## src/rtl/fuel_level_ctrl_pkg.sv

```systemverilog
// Shared types and constants for the fuel-level front end: drive-mode encodings,
// default filter/dwell settings and the endpoint level values.
package fuel_level_ctrl_pkg;

    typedef enum logic [1:0] {
        FUEL  = 2'd0,
        BATT  = 2'd1,
        EMPTY = 2'd2
    } fuel_state_e;

    localparam int HYST_DEF   = 2;
    localparam int DWELL_DEF  = 4;
    localparam int LOW_TH_DEF = 2;

    localparam logic [3:0] LVL_EMPTY = 4'h0;
    localparam logic [3:0] LVL_FULL  = 4'hF;

    function automatic logic [3:0] abs_diff(input logic [3:0] a, input logic [3:0] b);
        return (a >= b) ? (a - b) : (b - a);
    endfunction

endpackage

```

## src/rtl/fuel_level_ctrl_if.sv

```systemverilog
// Sender-side bus of the fuel front end: raw samples and mode requests in,
// filtered level and mode flags out to the seven-segment gauge.
//
// Handshake: iSValid_in is a single-cycle strobe with no ready; every strobed
// iSample_in is accepted on that rising edge. Other inputs are level-sensitive.
interface fuel_level_ctrl_if;
    logic [3:0] iSample_in;
    logic       iSValid_in;
    logic       iEVReq_in;
    logic       iBatOk_in;
    logic [3:0] oFLvl_out;
    logic       oBMode_out;
    logic       oLvlValid_out;
    logic       oLowFuel_out;
    logic       oEmpty_out;

    modport slave (
        input  iSample_in, iSValid_in, iEVReq_in, iBatOk_in,
        output oFLvl_out, oBMode_out, oLvlValid_out, oLowFuel_out, oEmpty_out
    );

    modport master (
        output iSample_in, iSValid_in, iEVReq_in, iBatOk_in,
        input  oFLvl_out, oBMode_out, oLvlValid_out, oLowFuel_out, oEmpty_out
    );
endinterface

```

## src/rtl/fuel_avg4.sv

```systemverilog
// Four-sample moving average: shift buffer, running sum and saturating fill count.
module fuel_avg4 (
    input  logic       clk,
    input  logic       rst,
    input  logic [3:0] sample,
    input  logic       strobe,
    output logic [3:0] avg,
    output logic       valid
);

    logic [3:0] samples_q [4];
    logic [5:0] sum_q;
    logic [2:0] fill_q;

    // Running sum adds the new sample and drops the oldest; empty slots hold 0.
    always_ff @(posedge clk) begin
        if (rst) begin
            for (int i = 0; i < 4; i++) begin
                samples_q[i] <= 4'h0;
            end
            sum_q  <= 6'd0;
            fill_q <= 3'd0;
        end else if (strobe) begin
            samples_q[0] <= sample;
            for (int i = 1; i < 4; i++) begin
                samples_q[i] <= samples_q[i-1];
            end
            sum_q <= sum_q + {2'b00, sample} - {2'b00, samples_q[3]};
            if (fill_q != 3'd4) begin
                fill_q <= fill_q + 3'd1;
            end
        end
    end

    assign avg   = sum_q[5:2];
    assign valid = (fill_q == 3'd4);

endmodule

```

## src/rtl/fuel_level_ctrl.sv

```systemverilog
// Fuel display front end: averaged level with hysteresis, low-fuel flag and the
// fuel/battery/empty drive-mode FSM with a dwell filter on every transition.
module fuel_level_ctrl
    import fuel_level_ctrl_pkg::*;
#(
    parameter int HYST   = HYST_DEF,
    parameter int DWELL  = DWELL_DEF,
    parameter int LOW_TH = LOW_TH_DEF
) (
    input  logic                iClk_in,
    input  logic                iRst_in,
    fuel_level_ctrl_if.slave    bus,
    output fuel_state_e         dbg_state
);

    localparam logic [3:0] HYST4   = 4'(HYST);
    localparam logic [3:0] DWELL4  = 4'(DWELL);
    localparam logic [3:0] LOW_TH4 = 4'(LOW_TH);

    logic [3:0] avg;
    logic       avg_valid;

    fuel_avg4 u_avg (
        .clk    (iClk_in),
        .rst    (iRst_in),
        .sample (bus.iSample_in),
        .strobe (bus.iSValid_in),
        .avg    (avg),
        .valid  (avg_valid)
    );

    logic [3:0] lvl_q;
    logic       loaded_q;
    logic       low_q;
    logic [3:0] diff;

    assign diff = abs_diff(avg, lvl_q);

    // loaded_q marks that the displayed level holds a real average, so the
    // reset value 0 is never mistaken for an empty tank.
    always_ff @(posedge iClk_in) begin
        if (iRst_in) begin
            lvl_q    <= LVL_EMPTY;
            loaded_q <= 1'b0;
            low_q    <= 1'b0;
        end else begin
            low_q <= loaded_q && (lvl_q <= LOW_TH4);
            if (avg_valid) begin
                if (!loaded_q) begin
                    lvl_q    <= avg;
                    loaded_q <= 1'b1;
                end else if (diff >= HYST4 || avg == LVL_EMPTY || avg == LVL_FULL) begin
                    lvl_q <= avg;
                end
            end
        end
    end

    logic        l0;
    fuel_state_e state_q, state_d;
    fuel_state_e tgt_q, tgt_d;
    logic [3:0]  cnt_q, cnt_d;
    logic [3:0]  run;
    logic        cond;

    assign l0 = loaded_q && (lvl_q == LVL_EMPTY);

    always_ff @(posedge iClk_in) begin
        if (iRst_in) begin
            state_q <= FUEL;
            tgt_q   <= FUEL;
            cnt_q   <= 4'd0;
        end else begin
            state_q <= state_d;
            tgt_q   <= tgt_d;
            cnt_q   <= cnt_d;
        end
    end

    always_comb begin
        state_d = state_q;
        tgt_d   = state_q;
        cnt_d   = 4'd0;
        cond    = 1'b0;
        run     = 4'd0;
        unique case (state_q)
            FUEL: begin
                if (bus.iBatOk_in && (bus.iEVReq_in || l0)) begin
                    cond = 1'b1; tgt_d = BATT;
                end else if (l0 && !bus.iBatOk_in) begin
                    cond = 1'b1; tgt_d = EMPTY;
                end
            end
            BATT: begin
                if (!bus.iBatOk_in && l0) begin
                    cond = 1'b1; tgt_d = EMPTY;
                end else if (!l0 && (!bus.iBatOk_in || !bus.iEVReq_in)) begin
                    cond = 1'b1; tgt_d = FUEL;
                end
            end
            EMPTY: begin
                if (bus.iBatOk_in) begin
                    cond = 1'b1; tgt_d = BATT;
                end else if (!l0) begin
                    cond = 1'b1; tgt_d = FUEL;
                end
            end
            default: state_d = FUEL;
        endcase
        // A run only continues while the same target was pending last cycle.
        if (cond) begin
            run = (tgt_d == tgt_q) ? cnt_q : 4'd0;
            if (run + 4'd1 >= DWELL4) begin
                state_d = tgt_d;
                cnt_d   = 4'd0;
            end else begin
                cnt_d = run + 4'd1;
            end
        end
    end

    assign bus.oFLvl_out     = lvl_q;
    assign bus.oLvlValid_out = avg_valid;
    assign bus.oLowFuel_out  = low_q;
    assign bus.oBMode_out    = (state_q == BATT);
    assign bus.oEmpty_out    = (state_q == EMPTY);
    assign dbg_state         = state_q;

endmodule

```

## src/flat_wrapper.sv

```systemverilog
// flat-port wrapper written by rule: the top's interface ports become plain ports
module fuel_level_ctrl_flat import fuel_level_ctrl_pkg::*;
#(
    parameter int HYST   = HYST_DEF,
    parameter int DWELL  = DWELL_DEF,
    parameter int LOW_TH = LOW_TH_DEF
)
  (iClk_in, iRst_in, dbg_state, bus_iSample_in, bus_iSValid_in, bus_iEVReq_in, bus_iBatOk_in, bus_oFLvl_out, bus_oBMode_out, bus_oLvlValid_out, bus_oLowFuel_out, bus_oEmpty_out);
  fuel_level_ctrl_if bus_i ();
  input  logic iClk_in;
  input  logic iRst_in;
  output fuel_state_e dbg_state;
  input wire logic [$bits(bus_i.iSample_in)-1:0] bus_iSample_in;
  input wire logic [$bits(bus_i.iSValid_in)-1:0] bus_iSValid_in;
  input wire logic [$bits(bus_i.iEVReq_in)-1:0] bus_iEVReq_in;
  input wire logic [$bits(bus_i.iBatOk_in)-1:0] bus_iBatOk_in;
  output wire logic [$bits(bus_i.oFLvl_out)-1:0] bus_oFLvl_out;
  output wire logic [$bits(bus_i.oBMode_out)-1:0] bus_oBMode_out;
  output wire logic [$bits(bus_i.oLvlValid_out)-1:0] bus_oLvlValid_out;
  output wire logic [$bits(bus_i.oLowFuel_out)-1:0] bus_oLowFuel_out;
  output wire logic [$bits(bus_i.oEmpty_out)-1:0] bus_oEmpty_out;
  assign bus_i.iSample_in = bus_iSample_in;
  assign bus_i.iSValid_in = bus_iSValid_in;
  assign bus_i.iEVReq_in = bus_iEVReq_in;
  assign bus_i.iBatOk_in = bus_iBatOk_in;
  assign bus_oFLvl_out = bus_i.oFLvl_out;
  assign bus_oBMode_out = bus_i.oBMode_out;
  assign bus_oLvlValid_out = bus_i.oLvlValid_out;
  assign bus_oLowFuel_out = bus_i.oLowFuel_out;
  assign bus_oEmpty_out = bus_i.oEmpty_out;
  fuel_level_ctrl #(.HYST(HYST), .DWELL(DWELL), .LOW_TH(LOW_TH)) u_core (.iClk_in(iClk_in), .iRst_in(iRst_in), .bus(bus_i), .dbg_state(dbg_state));
endmodule
```

## config.mk

```make
export PLATFORM = sky130hd
export DESIGN_NAME = fuel_level_ctrl_flat
export DESIGN_NICKNAME = d
export VERILOG_FILES = /design/src/rtl/fuel_level_ctrl_pkg.sv /design/src/rtl/fuel_level_ctrl_if.sv /design/src/rtl/fuel_avg4.sv /design/src/rtl/fuel_level_ctrl.sv /design/src/flat_wrapper.sv
export SDC_FILE = /design/constraint.sdc
export NUM_CORES = 1
export LEC_CHECK = 0
export CAP_MARGIN = 20
export CORE_MARGIN = 2
export CORE_UTILIZATION = 60
export CTS_CLUSTER_SIZE = 25
export DETAILED_ROUTE_END_ITERATION = 12
export PLACE_DENSITY = 0.86
export SYNTH_ARGS = -nofsm -noshare
export SYNTH_HDL_FRONTEND = slang
export SYNTH_SLANG_ARGS = --single-unit
```

## constraint.sdc

```tcl
create_clock -name iClk_in -period 6.8 [get_ports iClk_in]
set_input_delay 1.02 -clock iClk_in [delete_from_list [all_inputs] [get_ports iClk_in]]
set_output_delay 1.02 -clock iClk_in [all_outputs]
set_load 0.02 [all_outputs]
```

==> flow_metrics.tcl <==
set metrics [dict create \
    r2r_setup_slack_ns 3.77 \
    cts-htree-levels 2 \
    detail_route.wl_per_cell_um 13.8 \
    synthSimpleGateAreaFrac_pct 19.1 \
    slew_headroom_pct 51.0 \
    fin_crit_sh_pct 51.6 \
    synth.distinct_cells 51 \
    grt_max_degree 19 \
    grt_use_total_pct 22.7 \
    nets 306 \
    finalPower_uw 781 \
    cts_made_buffers 5 \
    n_antenna_cell 0 \
    core-area_sq_mm 0.00394 \
    muxShareOfSynthArea_pct 2.07 \
    row_count 23 \
    post-cts-setup-buffers 0 \
    worstPathMaxFanout 6 \
    grt_pass1_wl_mm 7.69 \
    die_w_um 67.5 \
    syn_to_final_growth_pct 14.5 \
    placed_area_sq_mm 0.00264 \
    synth_xor_area_share_pct 1.81 \
    dp_hpwl_mm 3.30 \
    yosysWarnings 0 \
    cts.path.max_buffers 2 \
    maxCapViolations 0 \
    final.setup_skew_ns 0.00547 \
    cts_tree "built" \
    end_kind "flop" \
    dr.pass1.iters 5 \
    arrival_ns 3.70 \
    syn_area_sq_mm 0.00242 \
    synthFlopType "dfxtp_1" \
    hold_buffers 0 \
    crit_chain "clkdlybuf4s50_1, inv_1, or3_1, nand4_2, a21oi_1, a31oi_1, nor2b_1, ha_1, o211ai_1, o22a_1, o311a_1, nand3_1, a31o_1" \
    status "complete, no violations" \
    avgSynthCellArea_sq_um 9.50 \
    grt_pass1_vias 1758 \
    required_ns 7.00 \
    startpoint_type "input port" \
    dr.first_iter.drc_count 89 \
    worstMarginPinSlew_ns 0.734 \
    synth_top_family_by_area "simple AND/OR/NAND/NOR gates" \
    ant_nets 0 \
    crit_type "in2reg" \
    fmax_mhz 285 \
    critPathBufInv 2 \
    synth_edf_count 16 \
    slowest_delay_ns 0.55 \
    yosysSeqAreaShare_pct 38.8 \
    grt_antenna_before_repair 0 \
    layout_commonest_cell "inv_1" \
    async_flop_share_pct 0 \
    ios 19 \
    routed_wl_mm 4.49 \
    ir_worst_vdd_mv 0.174 \
    slew_violations 0 \
    final_cell_mix "inv_1, dfxtp_1, ha_1, clkdlybuf4s50_1, and2_1" \
    vias 1866 \
    place_congestion 0.876 \
    p_per_area_mw_per_mm2 282 \
    clockRootBuffer "clkbuf_8" \
    synth-seq-cells 39 \
    synth_compound_area_share_pct 17.0 \
    start_util_pct 61.4 \
    cp_slowest_cell "clkdlybuf4s50_1" \
    synthCells 255 \
    grt-ovfl-total 0 \
    drc 0 \
    finalCriticalPeriod_ns 3.51 \
    leakage_uw 0.00113 \
    layout-drive-gt1-share_pct 4.38 \
    final_area_sq_mm 0.00277 \
    critical_path.top_delay_family "compound AO/OA/AOI/OAI gates" \
    tns_ns 0 \
    rsz0062_at_grt "false" \
    die_y_um 67.5 \
    die_area_sq_mm 0.00456 \
    post_cts_resized 0 \
    clkLatencyLatePin_ns 0.29 \
    path_clk_slew_ns 0.08 \
    hp-class "reg2reg" \
    hold_viol 0 \
    setup_viol 0 \
    io_buffer_count 18 \
    cts.sinks 39 \
    synth_fa_ha_area_share_pct 14.3 \
    via_per_inst 5.76 \
]
## per-stage QoR
stage                     utilization [%]  hold slack [ns]  std cells  setup slack, ns
after floorplan                         -            0.453        256             3.81
after global placement               66.9            0.468        316             3.13
after detailed placement             66.9            0.484        316             3.02
after CTS                            70.4            0.495        324             3.32
after global routing                 70.4            0.517        324             3.12
final                                70.4            0.499        324             3.29
## path summary, 6_finish.rpt
check / startpoint / endpoint / cells past startpoint
worst max-delay path: bus_iBatOk_in / u_core.dbg_state[0]$_SDFF_PP0_ / 13
worst min-delay path: u_core.u_avg.fill_q[1]$_SDFFE_PP0P_ / u_core.u_avg.fill_q[1]$_SDFFE_PP0P_ / 2
worst max register to register: u_core.bus.oFLvl_out[2]$_SDFFE_PP0P_ / u_core.dbg_state[0]$_SDFF_PP0_ / 12
worst min register to register: u_core.u_avg.fill_q[1]$_SDFFE_PP0P_ / u_core.u_avg.fill_q[1]$_SDFFE_PP0P_ / 2
## flip-flops by register name, summed over array words and instances (netlist names)
name and count:
u_core.tgt_q 2, u_core.bus.oFLvl_out 4, u_core.bus.oLowFuel_out 1, u_core.cnt_q 4, u_core.dbg_state 2, u_core.u_avg.fill_q 3
u_core.loaded_q 1, u_core.u_avg.sum_q 6, u_core.u_avg.samples_q 16
## kinds of logic after synthesis
kind of cell    after synthesis
compound gates               55
xor+xnor                      5
fa+ha+maj                    24
buf+inv                      43
flops                        39
mux                           5
other cells                   1
simple gates                 83
## worst register-to-register path, delay by kind of cell, from the launching register on
family,cells,cell delay (ns)
flops,1,0.39
compound gates,6,1.09
fa+ha+maj,1,0.24
simple gates,5,1.22
## layer usage
metal / vias to the layer above / wire length, um / global-route usage, %
met5: - / 0 / 0
met4: 0 / 60 / 8.42
met3: 7 / 178 / 5.17
met2: 44 / 2130 / 38.7
met1: 875 / 2120 / 27.9
li1: 940 / - / -
## synthesized netlist by cell type (2+ instances only)
library cell  number  share of area, %
inv_1             34               5.3
dfxtp_1           23                19
ha_1              18               9.3
and2_1            17               4.4
edfxtp_1          16                20
nand2_1           14               2.2
a21oi_1           12               2.5
nor2_1            12               1.9
nand3_1           11               2.3
a211oi_1           6               1.9
clkbuf_1           6              0.93
fa_1               6               5.0
nor3_1             6               1.2
o21ai_0            6               1.2
a211o_1            5               1.8
mux2i_1            5               2.1
xnor2_1            5               1.8
nor2b_1            4               1.0
o2111ai_1          4               1.4
a21o_1             3              0.93
and4_1             3               1.1
o21a_1             3              0.93
o311a_1            3               1.2
or3_1              3              0.77
a31o_1             2              0.72
nand2b_1           2              0.52
o211ai_1           2              0.62
## power by group
group	internal, uW	switching (uW)	total (uW)
registers	264	18.5	283
logic	117	151	267
clock network	146	84.4	231
total	527	254	781
## final cells by class
type                    instances  area [sq um]
clock inverters                 3          67.6
well taps                      50          62.6
clock buffers                   5          68.8
multi-input cells             174          1320
repair buffers                 18           180
fillers                       310          1170
flip-flops and latches         39           941
inverters                      35           131
(Power assumes the default switching activity.)
